<file path="src/rtl/softmax_stream_ctrl.sv">
// Row-streaming sequencer for the softmax core: issues source reads under an
// in-flight row limit, writes results to the destination buffer, reports done.
module softmax_stream_ctrl #(
   parameter int DATA_W       = 32,
   parameter int ADDR_W       = 16,
   parameter int LEN_W        = 10,
   parameter int ROWS_W       = 8,
   parameter int MAX_INFLIGHT = 2
) (
   input  logic              clk,
   input  logic              rst,
   input  logic              cfg_start,
   input  logic [LEN_W-1:0]  cfg_row_len,
   input  logic [ROWS_W-1:0] cfg_num_rows,
   input  logic [ADDR_W-1:0] cfg_src_base,
   input  logic [ADDR_W-1:0] cfg_dst_base,
   output logic              busy,
   output logic              done,
   output logic              err_overflow,
   output logic              src_rd_en,
   output logic [ADDR_W-1:0] src_rd_addr,
   input  logic [DATA_W-1:0] src_rd_data,
   output logic              sm_a_tvalid,
   output logic [DATA_W-1:0] sm_a_tdata,
   output logic              sm_a_tlast,
   input  logic              sm_result_tvalid,
   input  logic [DATA_W-1:0] sm_result_tdata,
   output logic              dst_wr_en,
   output logic [ADDR_W-1:0] dst_wr_addr,
   output logic [DATA_W-1:0] dst_wr_data
);

   localparam int CNT_W = LEN_W + ROWS_W;
   localparam int INF_W = $clog2(MAX_INFLIGHT + 1);

   localparam logic [2:0] ST_IDLE  = 3'd0;
   localparam logic [2:0] ST_ISSUE = 3'd1;
   localparam logic [2:0] ST_WAIT  = 3'd2;
   localparam logic [2:0] ST_DRAIN = 3'd3;
   localparam logic [2:0] ST_DONE  = 3'd4;

   logic [2:0]        state_r;
   logic [2:0]        state_s;
   logic [LEN_W-1:0]  row_len_r;
   logic [ROWS_W-1:0] num_rows_r;
   logic [CNT_W-1:0]  total_r;
   logic [ADDR_W-1:0] src_ptr_r;
   logic [ADDR_W-1:0] dst_base_r;
   logic [LEN_W-1:0]  col_r;
   logic [ROWS_W-1:0] row_r;
   logic [INF_W-1:0]  inflight_r;
   logic [INF_W-1:0]  inflight_s;
   logic [LEN_W-1:0]  out_col_r;
   logic [CNT_W-1:0]  recv_r;
   logic [CNT_W-1:0]  recv_s;
   logic              err_r;
   logic              tvalid_r;
   logic              tlast_r;
   logic              busy_r;
   logic              done_r;

   logic rd_s;
   logic row_end_s;
   logic last_row_s;
   logic accept_s;
   logic out_row_end_s;
   logic start_ok_s;

   assign rd_s          = (state_r == ST_ISSUE);
   assign row_end_s     = rd_s && (col_r == row_len_r - LEN_W'(1'b1));
   assign last_row_s    = (row_r == num_rows_r - ROWS_W'(1'b1));
   assign accept_s      = sm_result_tvalid && busy_r && (recv_r < total_r);
   assign out_row_end_s = accept_s && (out_col_r == row_len_r - LEN_W'(1'b1));
   assign recv_s        = recv_r + CNT_W'(accept_s);
   assign start_ok_s    = cfg_start && (state_r == ST_IDLE);

   // In-flight row count: a row enters on its last read, leaves on its last result
   always_comb begin
      inflight_s = inflight_r;
      case ({row_end_s, out_row_end_s})
         2'b10:   inflight_s = inflight_r + INF_W'(1'b1);
         2'b01:   inflight_s = inflight_r - INF_W'(1'b1);
         default: inflight_s = inflight_r;
      endcase
   end

   // Sequencer next-state decision
   always_comb begin
      state_s = state_r;
      case (state_r)
         ST_IDLE: begin
            if (cfg_start) begin
               if ((cfg_row_len == LEN_W'(1'b0)) || (cfg_num_rows == ROWS_W'(1'b0))) begin
                  state_s = ST_DONE;
               end else begin
                  state_s = ST_ISSUE;
               end
            end else begin
               state_s = ST_IDLE;
            end
         end
         ST_ISSUE: begin
            if (row_end_s) begin
               if (last_row_s) begin
                  state_s = ST_DRAIN;
               end else if (inflight_s == INF_W'(MAX_INFLIGHT)) begin
                  state_s = ST_WAIT;
               end else begin
                  state_s = ST_ISSUE;
               end
            end else begin
               state_s = ST_ISSUE;
            end
         end
         ST_WAIT: begin
            if (inflight_r < INF_W'(MAX_INFLIGHT)) begin
               state_s = ST_ISSUE;
            end else begin
               state_s = ST_WAIT;
            end
         end
         ST_DRAIN: begin
            if ((recv_s == total_r) && !tvalid_r) begin
               state_s = ST_DONE;
            end else begin
               state_s = ST_DRAIN;
            end
         end
         ST_DONE:  state_s = ST_IDLE;
         default:  state_s = ST_IDLE;
      endcase
   end

   // Control state, counters, config latch and issue pipeline
   always_ff @(posedge clk or posedge rst) begin
      if (rst) begin
         state_r    <= ST_IDLE;
         busy_r     <= 1'b0;
         done_r     <= 1'b0;
         tvalid_r   <= 1'b0;
         tlast_r    <= 1'b0;
         row_len_r  <= '0;
         num_rows_r <= '0;
         total_r    <= '0;
         src_ptr_r  <= '0;
         dst_base_r <= '0;
         col_r      <= '0;
         row_r      <= '0;
         inflight_r <= '0;
         out_col_r  <= '0;
         recv_r     <= '0;
         err_r      <= 1'b0;
      end else begin
         state_r  <= state_s;
         busy_r   <= (state_s != ST_IDLE);
         done_r   <= (state_s == ST_DONE);
         tvalid_r <= rd_s;
         tlast_r  <= row_end_s;
         if (start_ok_s) begin
            row_len_r  <= cfg_row_len;
            num_rows_r <= cfg_num_rows;
            total_r    <= CNT_W'(cfg_row_len) * CNT_W'(cfg_num_rows);
            src_ptr_r  <= cfg_src_base;
            dst_base_r <= cfg_dst_base;
            col_r      <= '0;
            row_r      <= '0;
            inflight_r <= '0;
            out_col_r  <= '0;
            recv_r     <= '0;
            err_r      <= 1'b0;
         end else begin
            if (rd_s) begin
               src_ptr_r <= src_ptr_r + ADDR_W'(1'b1);
               if (row_end_s) begin
                  col_r <= '0;
                  row_r <= row_r + ROWS_W'(1'b1);
               end else begin
                  col_r <= col_r + LEN_W'(1'b1);
               end
            end
            inflight_r <= inflight_s;
            recv_r     <= recv_s;
            if (accept_s) begin
               out_col_r <= out_row_end_s ? LEN_W'(1'b0) : out_col_r + LEN_W'(1'b1);
            end
            // A result nobody is waiting for is dropped and remembered
            if (sm_result_tvalid && !accept_s) begin
               err_r <= 1'b1;
            end
         end
      end
   end

   assign busy         = busy_r;
   assign done         = done_r;
   assign err_overflow = err_r;
   assign src_rd_en    = rd_s;
   assign src_rd_addr  = src_ptr_r;
   assign sm_a_tvalid  = tvalid_r;
   assign sm_a_tlast   = tlast_r;
   assign sm_a_tdata   = tvalid_r ? src_rd_data : {DATA_W{1'b0}};
   assign dst_wr_en    = accept_s;
   assign dst_wr_addr  = accept_s ? (dst_base_r + ADDR_W'(recv_r)) : {ADDR_W{1'b0}};
   assign dst_wr_data  = accept_s ? sm_result_tdata : {DATA_W{1'b0}};

endmodule

</file>
<file path="config.mk">
export PLATFORM = sky130hd
export DESIGN_NAME = softmax_stream_ctrl
export DESIGN_NICKNAME = d
export VERILOG_FILES = /design/src/rtl/softmax_stream_ctrl.sv
export SDC_FILE = /design/constraint.sdc
export NUM_CORES = 1
export LEC_CHECK = 0
export ABC_AREA = 1
export CAP_MARGIN = 10
export CORE_MARGIN = 8
export CORE_UTILIZATION = 43
export DETAILED_ROUTE_END_ITERATION = 10
export GPL_ROUTABILITY_DRIVEN = 0
export PLACE_DENSITY = 0.74
export SYNTH_ARGS = -nofsm -noshare
export SYNTH_HDL_FRONTEND = slang
export SYNTH_SLANG_ARGS = --single-unit
</file>
<file path="constraint.sdc">
create_clock -name clk -period 4.7 [get_ports clk]
set_input_delay 0.94 -clock clk [delete_from_list [all_inputs] [get_ports clk]]
set_output_delay 0.94 -clock clk [all_outputs]
set_load 0.01 [all_outputs]
</file>
==> results.sh, run 1 <==
export IMPL_placement_cell_area_um2=14100
export IMPL_finalCriticalPeriod_ns=4.59
export IMPL_dp_worst_setup_slack_ns=-0.705
export IMPL_port_buffer_count=220
export IMPL_ir_worst_vdd_mv=0.251
export IMPL_timing_critical_path_fanout_max=7
export IMPL_cp_cell_sequence="clkdlybuf4s15_1 -> nand2_1 -> fa_1 -> inv_1 -> fa_1 -> fa_1 -> fa_1 -> ha_4 -> a21o_1 -> a31oi_2 -> nand3_1 -> nand3_1 -> nand2_1 -> or2_2 -> nand3_1 -> o21ai_1"
export IMPL_critPathTopFamily="adder cells"
export IMPL_timing_reg2reg_setup_slack_ns=0.52
export IMPL_grt_usage_pct=22.4
export IMPL_dieHeight_um=177
export IMPL_syn_instance_count=1624
export IMPL_path_clk_slew_ns=0.07
export IMPL_design_area_um2=14800
export IMPL_detail_route_vias_per_cell=5.12
export IMPL_count_of_synthesis_stage_warnings_from_yosys=0
export IMPL_synth_cell_area_um2=11200
export IMPL_outcome="finished clean"
export IMPL_timing_clock_skew_ns=0.0148
export IMPL_chipWidth_um=177
export IMPL_postRouteAntennaNets=0
export IMPL_r2r_worst_path_cells=25
export IMPL_first_pass_grt_wire_length_um=56400
export IMPL_final_min_period_over_clock_period_pct=97.7
export IMPL_critPathLaunch="cfg_num_rows[4]"
export IMPL_static_leakage_power_nw=7.93
export IMPL_path_depth=16
export IMPL_post_dp_hpwl_um=28600
export IMPL_design_final_nets=2124
export IMPL_placeableCoreArea_um2=25800
export IMPL_final_hold_violation_count=0
export IMPL_max_slew_worst_pin_slew_ns=1.08
export IMPL_max_freq_ghz=0.218
export IMPL_worst_ep_required_time_ns=4.99
export IMPL_worstHoldPathType="register to register"
export IMPL_synth_cell_types=48
export IMPL_fin_worst_hold_slack_ns=0.491
export IMPL_synth_area_top_cells="sky130_fd_sc_hd__dfrtp_1, sky130_fd_sc_hd__nand2_1, sky130_fd_sc_hd__inv_1, sky130_fd_sc_hd__ha_1, sky130_fd_sc_hd__fa_1"
export IMPL_cts_htree_levels=4
export IMPL_critPathBufInv=2
export IMPL_grt_antenna_before_repair=2
export IMPL_timing_critical_path_slowest_stage_cell="sky130_fd_sc_hd__fa_1"
export IMPL_drt_initial_drc_count=936
export IMPL_critical_path_endpoint_type="register"
export IMPL_setup_tns_final_ns=0
export IMPL_drt_wl_total_um=35700
export IMPL_critical_path_startpoint_type="primary input"
export IMPL_setup_repair_after_global_routing_missed_its_margin="yes"
export IMPL_r2r_start="recv_r[7]$_DFF_PP0_"
export IMPL_hold_path_depth=2
export IMPL_num_rows=59
export IMPL_fin_ws_ns=0.107
export IMPL_drive_gt1_share_pct=7.51
export IMPL_clock_tree_buffer_depth=2
export IMPL_arrival_ns=4.88
export IMPL_grt_max_degree=77
export IMPL_worst_skew_pair_late_latency_ns=0.43
export IMPL_ctsRootBufferMaster="sky130_fd_sc_hd__clkbuf_16"
export IMPL_min_from="dst_base_r[12]$_DFFE_PP0P_"
export IMPL_timing_setup_critical_path_class="primary input to register"
export IMPL_tritoncts_num_buffers=17
export IMPL_drcViolationCount=0
export IMPL_netlist_top_cell_by_area="sky130_fd_sc_hd__dfrtp_1"
export IMPL_timing_max_slew_rel_slack_pct=28.3
export IMPL_cellPowerDensity_nw_per_um2=311
export IMPL_fill_cells=2328
export IMPL_area_growth_pct=32.4
export IMPL_max_stage_delay_ns=0.57
export IMPL_synth_net_count=1870
export IMPL_synth_seq_cells=124
export IMPL_syn_area_per_cell_um2=6.90
export IMPL_crit_top_cell="sky130_fd_sc_hd__fa_1"
export IMPL_final_max_slew_viol_count=0
export IMPL_num_vias=11400
export IMPL_sequential_cell_area_fraction_in_the_yosys_report_pct=27.7
export IMPL_effective_utilization_at_floorplan_pct=43.3
export IMPL_dieArea_um2=31500
export IMPL_grt_remaining_overflow=0
export IMPL_tritoncts="yes"
export IMPL_tritoncts_num_sinks=124
export IMPL_vias_in_the_first_global_route=11200
export IMPL_dr_pass1_iters=5
export IMPL_post_drt_wl_per_cell_um=16.1
export IMPL_cap_violations=0
export IMPL_io_pins=221
export IMPL_number_of_endpoints_failing_setup_at_the_final_stage=0
export IMPL_synth_top_area_share_pct=27.7
export IMPL_cts_hold_fix_buffers=0
## cells in the final DEF (no fill, tap or decap), types with 4 or more instances in the layout
master                            netlist  routed
sky130_fd_sc_hd__dfrtp_1              124     124
sky130_fd_sc_hd__clkbuf_16              0      17
sky130_fd_sc_hd__nor2_2                 5       5
sky130_fd_sc_hd__nand3_1              103     102
sky130_fd_sc_hd__o21bai_1               4       4
sky130_fd_sc_hd__nand3b_1               4       4
sky130_fd_sc_hd__ha_4                   0       5
sky130_fd_sc_hd__o21ai_1                5       8
sky130_fd_sc_hd__nor3_1                22      22
sky130_fd_sc_hd__inv_1                283     282
sky130_fd_sc_hd__nor2_1               145     145
sky130_fd_sc_hd__clkbuf_2               0       6
sky130_fd_sc_hd__ha_1                  79      74
sky130_fd_sc_hd__inv_6                  0       5
sky130_fd_sc_hd__clkdlybuf4s50_1        0     204
sky130_fd_sc_hd__xor2_1                36      36
sky130_fd_sc_hd__bufinv_16              0       4
sky130_fd_sc_hd__a21oi_1               53      52
sky130_fd_sc_hd__nor4_1                10      10
sky130_fd_sc_hd__o21ai_0               78      74
sky130_fd_sc_hd__or2_2                  9       9
sky130_fd_sc_hd__nand4_1               25      25
sky130_fd_sc_hd__o211ai_1              10      10
sky130_fd_sc_hd__dlygate4sd2_1          0       5
sky130_fd_sc_hd__fa_1                  49      49
sky130_fd_sc_hd__nand2_1              472     471
sky130_fd_sc_hd__xnor2_1               14      14
sky130_fd_sc_hd__o31ai_1                4       4
sky130_fd_sc_hd__buf_4                  0      63
## through the flow
stage	cells	util [%]	total power, mW
2_1_floorplan	1624	-	2.29
3_3_place_gp	2192	54.6	2.99
3_5_place_dp	2192	54.6	3.05
4_1_cts	2223	57.2	4.54
5_1_grt	2227	57.4	4.93
6_report	2227	57.4	4.62
## cells in the mapped netlist, drive strengths merged
cell type,n
o21a,1
nor2,152
and2,1
a21o,3
a21oi,53
a21boi,2
clkinv,2
a22o,1
nand3b,4
o22ai,2
nand4,25
o31ai,7
xnor3,1
nor4,10
nand3,105
inv,288
and3,1
a211oi,3
nor3,23
o32ai,1
fa,49
ha,79
or2,9
o211a,1
nor3b,2
nand2,473
dfrtp,124
xnor2,14
buf,12
clkbuf,38
o211ai,10
o21ai,83
a31oi,4
a31o,1
o21bai,4
xor2,36
## kinds of logic (layout without fill, tap and decap cells)
| kind of cell | Yosys count | in the layout | share of synthesized area, % |
|---|---|---|---|
| simple gates | 805 | 805 | 30.2 |
| buf+inv | 340 | 606 | 11.5 |
| compound gates | 176 | 176 | 8.88 |
| fa+ha+maj | 128 | 128 | 17.6 |
| flops | 124 | 124 | 27.7 |
| xor+xnor | 51 | 51 | 4.11 |
| other cells | 0 | 2 | 0 |
## repair_timing
item,4_1_cts,5_1_grt
setup buffers,0,2
endpoints found under the setup margin,7,5
pin swaps,3,14
gates resized for setup,17,27
## layout make-up
type                    count  area [um2]  area share [%]
clock inverters            14         209            1.41
multi-input cells        1160        6890            46.5
clock buffers              17         425            2.87
well taps                 335         419            2.83
inverters                 290        1090            7.39
repair buffers            285        2680            18.1
flip-flops and latches    124        3100            20.9
diodes                      2        5.00          0.0338
## power breakdown
group / internal, mW / switching (mW) / leakage, nW / total [mW]
logic: 0.988 / 0.971 / 6.17 / 1.96
registers: 1.12 / 0.0987 / 1.45 / 1.22
clock network: 0.898 / 0.539 / 0.307 / 1.44
## worst min-delay path, stage by stage (launching register included)
cell                      delay, ns
sky130_fd_sc_hd__dfrtp_1       0.35
sky130_fd_sc_hd__nand2_1       0.05
sky130_fd_sc_hd__nand2_1       0.06
## worst paths after layout
kind | to
max | total_r[16]$_DFFE_PP0P_
min | dst_base_r[12]$_DFFE_PP0P_
max reg2reg | busy$_DFF_PP0_
min reg2reg | dst_base_r[12]$_DFFE_PP0P_
max in group asynchronous | recv_r[4]$_DFF_PP0_
min in group asynchronous | out_col_r[8]$_DFFE_PP0P_
## routing by layer
layer	GRT usage (%)	wire length (um)
met1	26.5	14600
met5	0	0
met4	7.61	843
met2	40.3	17800
met3	3.77	2460
## registers in the layout (all words and copies together) (netlist names)
name          count
busy              1
col_r            10
done              1
dst_base_r       16
err_overflow      1
inflight_r        2
num_rows_r        8
out_col_r        10
recv_r           18
row_len_r        10
row_r             8
sm_a_tlast        1
sm_a_tvalid       1
src_rd_addr      16
state_r           3
total_r          18
No activity file was read; power rests on OpenSTA's default activity.
==> run 2: changes to the inputs <==
--- a/config.mk
+++ b/config.mk
@@ -9,6 +9,7 @@
 export CAP_MARGIN = 10
 export CORE_MARGIN = 8
 export CORE_UTILIZATION = 43
+export CTS_BUF_LIST = sky130_fd_sc_hd__clkbuf_4
 export DETAILED_ROUTE_END_ITERATION = 10
 export GPL_ROUTABILITY_DRIVEN = 0
 export PLACE_DENSITY = 0.74
==> run 2 against run 1 <==
  * Non-clock buffer count down 2
  * Setup slack better by 0.058 ns
  * Clock-buffer cell count unchanged
  * Routed wire length down 0.40%
  * Via count about the same
  * Final area down 2.0%
  * Sequential power about the same
  * Register-to-register slack about the same
  * Critical path type unchanged
  * Largest cell class unchanged
  * Largest power group unchanged
==> results.sh, run 2 (same netlist as run 1, synthesis figures left out) <==
export IMPL_io_pins=221
export IMPL_drcViolationCount=0
export IMPL_max_slew_worst_pin_slew_ns=1.08
export IMPL_top_layer_used="met4"
export IMPL_worst_ep_required_time_ns=5.10
export IMPL_switchingPower_mw=1.52
export IMPL_cap_violations=0
export IMPL_r2r_start="recv_r[3]$_DFF_PP0_"
export IMPL_tritoncts_num_sinks=124
export IMPL_dieHeight_um=177
export IMPL_grt_antenna_before_repair=3
export IMPL_layout_top_registers="recv_r: 18 flops, total_r: 18 flops"
export IMPL_cellPowerDensity_nw_per_um2=277
export IMPL_design_power_total_mw=4.03
export IMPL_worstHoldPathType="register to register"
export IMPL_grt_remaining_overflow=0
export IMPL_path_clk_slew_ns=0.12
export IMPL_final_max_slew_viol_count=0
export IMPL_design_final_nets=2122
export IMPL_port_buffer_count=220
export IMPL_post_layout_nonfiller_instances=2226
export IMPL_drt_wl_total_um=35600
export IMPL_area_growth_pct=29.7
export IMPL_timing_rr_end="busy$_DFF_PP0_"
export IMPL_effective_utilization_at_floorplan_pct=43.3
export IMPL_cts_hold_fix_buffers=0
export IMPL_dr_pass1_iters=5
export IMPL_critical_path_endpoint_type="register"
export IMPL_postRouteAntennaNets=0
export IMPL_tritoncts="yes"
export IMPL_layout_common_cells="sky130_fd_sc_hd__nand2_1, sky130_fd_sc_hd__inv_1, sky130_fd_sc_hd__clkdlybuf4s50_1"
export IMPL_timing_critical_path_fanout_max=4
export IMPL_drt_initial_drc_count=821
export IMPL_post_dp_hpwl_um=28600
export IMPL_num_vias=11400
export IMPL_static_leakage_power_nw=7.81
export IMPL_worst_skew_pair_late_latency_ns=0.56
export IMPL_finalCriticalPeriod_ns=4.54
export IMPL_max_freq_ghz=0.220
export IMPL_setup_tns_final_ns=0
export IMPL_length_of_routed_met3_wiring_um=2300
export IMPL_number_of_endpoints_failing_setup_at_the_final_stage=0
export IMPL_first_pass_grt_wire_length_um=55900
export IMPL_tritoncts_num_buffers=17
export IMPL_power_combinational_fraction_pct=47.4
export IMPL_final_hold_violation_count=0
export IMPL_post_drt_wl_per_cell_um=16.0
export IMPL_leading_cell_type_in_the_layout_fill_and_taps_excluded="sky130_fd_sc_hd__nand2_1"
export IMPL_fin_worst_hold_slack_ns=0.503
export IMPL_timing_max_slew_rel_slack_pct=27.8
export IMPL_routed_wl_met2_um=17700
export IMPL_ir_worst_vdd_mv=0.180
export IMPL_detail_route_vias_per_cell=5.13
export IMPL_final_min_period_over_clock_period_pct=96.5
export IMPL_grt_max_degree=77
export IMPL_clock_tree_buffer_depth=2
export IMPL_part_of_the_power_in_the_clock_network_pct=22.3
export IMPL_timing_clock_skew_ns=0.0360
export IMPL_placeableCoreArea_um2=25800
export IMPL_ctsRootBufferMaster="sky130_fd_sc_hd__clkbuf_4"
export IMPL_met1Wirelength_um=14700
export IMPL_timing_setup_critical_path_class="primary input to register"
export IMPL_min_to="dst_base_r[13]$_DFFE_PP0P_"
export IMPL_placedCellCount=2192
export IMPL_chipWidth_um=177
export IMPL_final_core_util_pct=56.2
export IMPL_hold_path_depth=2
export IMPL_r2r_worst_path_cells=25
export IMPL_seq_power_share_pct=30.2
export IMPL_p_int_mw=2.51
export IMPL_dieArea_um2=31500
export IMPL_switching_share_pct=37.7
export IMPL_outcome="finished clean"
export IMPL_critical_path_startpoint_type="primary input"
export IMPL_vias_in_the_first_global_route=11200
export IMPL_drive_gt1_share_pct=6.99
export IMPL_cts_htree_levels=4
export IMPL_arrival_ns=4.94
export IMPL_grt_usage_pct=22.1
export IMPL_num_rows=59
export IMPL_min_from="dst_base_r[13]$_DFFE_PP0P_"
export IMPL_timing_reg2reg_setup_slack_ns=0.51
==> run 2: power groups by stage <==
| stage | Clock (mW) | Sequential [mW] | Combinational, mW |
|---|---|---|---|
| final | 0.900 | 1.22 | 1.91 |
| after global routing | 0.951 | 1.23 | 2.15 |
| after CTS | 0.915 | 1.22 | 1.82 |
| after detailed placement | 0 | 1.24 | 1.81 |
| after global placement | 0 | 1.23 | 1.76 |
| after floorplan | 0 | 1.20 | 1.08 |
==> run 2: timing repair <==
action	CTS	global route
endpoints found under the setup margin	2	7
resized for setup	7	16
pin swaps	0	5
buffers inserted	0	0
==> run 2: final cells by class <==
type                            count  area [um2]
Sequential cell                   124        3100
Multi-Input combinational cell   1160        6870
Antenna cell                        3        7.51
Tap cell                          335         419
Timing Repair Buffer              283        2700
Clock inverter                     14         209
Clock buffer                       17         128
Inverter                          290        1090
Fill cell                        2386       11300
==> run 2: routing by layer <==
metal  global-route usage, %  vias to the layer above
met1                    26.4                     5391
met3                    3.15                       43
li1                        -                     5583
met5                       0                        -
met2                    39.8                      401
met4                    7.57                        0
==> run 2: per-stage QoR <==
step / cell area [um2] / worst slack (ns)
final: 14500 / 0.164
after global routing: 14500 / -0.0151
after CTS: 14400 / 0.00242
after detailed placement: 14100 / -0.705
after global placement: 14100 / -0.608
after floorplan: 11200 / 0.0177
==> run 2: worst max-delay path by stage <==
stage	from	endpoint	slack, ns
after floorplan	cfg_row_len[9]	total_r[16]$_DFFE_PP0P_	0.02
after global placement	cfg_row_len[2]	total_r[16]$_DFFE_PP0P_	-0.61
after detailed placement	cfg_row_len[2]	total_r[17]$_DFFE_PP0P_	-0.71
after CTS	cfg_row_len[5]	total_r[16]$_DFFE_PP0P_	0.002
after global routing	cfg_row_len[8]	total_r[16]$_DFFE_PP0P_	-0.02
final	cfg_row_len[8]	total_r[16]$_DFFE_PP0P_	0.16
==> run 2: worst max-delay path, cell delays in order <==
cell and delay [ns]:
sky130_fd_sc_hd__clkdlybuf4s50_1 0.52, sky130_fd_sc_hd__nand2_1 0.09, sky130_fd_sc_hd__fa_1 0.51, sky130_fd_sc_hd__inv_1 0.05, sky130_fd_sc_hd__fa_1 0.48, sky130_fd_sc_hd__fa_1 0.57, sky130_fd_sc_hd__fa_1 0.46, sky130_fd_sc_hd__ha_4 0.28
sky130_fd_sc_hd__a21o_1 0.18, sky130_fd_sc_hd__a31oi_2 0.17, sky130_fd_sc_hd__nand3_1 0.12, sky130_fd_sc_hd__nand3_1 0.08, sky130_fd_sc_hd__nand2_1 0.06, sky130_fd_sc_hd__or2_2 0.27, sky130_fd_sc_hd__nand3_1 0.07, sky130_fd_sc_hd__o21ai_0 0.08
==> run 3: changes to the inputs <==
--- a/config.mk
+++ b/config.mk
@@ -12,6 +12,7 @@
 export CTS_BUF_LIST = sky130_fd_sc_hd__clkbuf_4
 export DETAILED_ROUTE_END_ITERATION = 10
 export GPL_ROUTABILITY_DRIVEN = 0
+export HOLD_SLACK_MARGIN = 0.05
 export PLACE_DENSITY = 0.74
 export SYNTH_ARGS = -nofsm -noshare
 export SYNTH_HDL_FRONTEND = slang
==> results of run 3 <==
The final DEF is identical to that of run 2; final timing and power are the same.
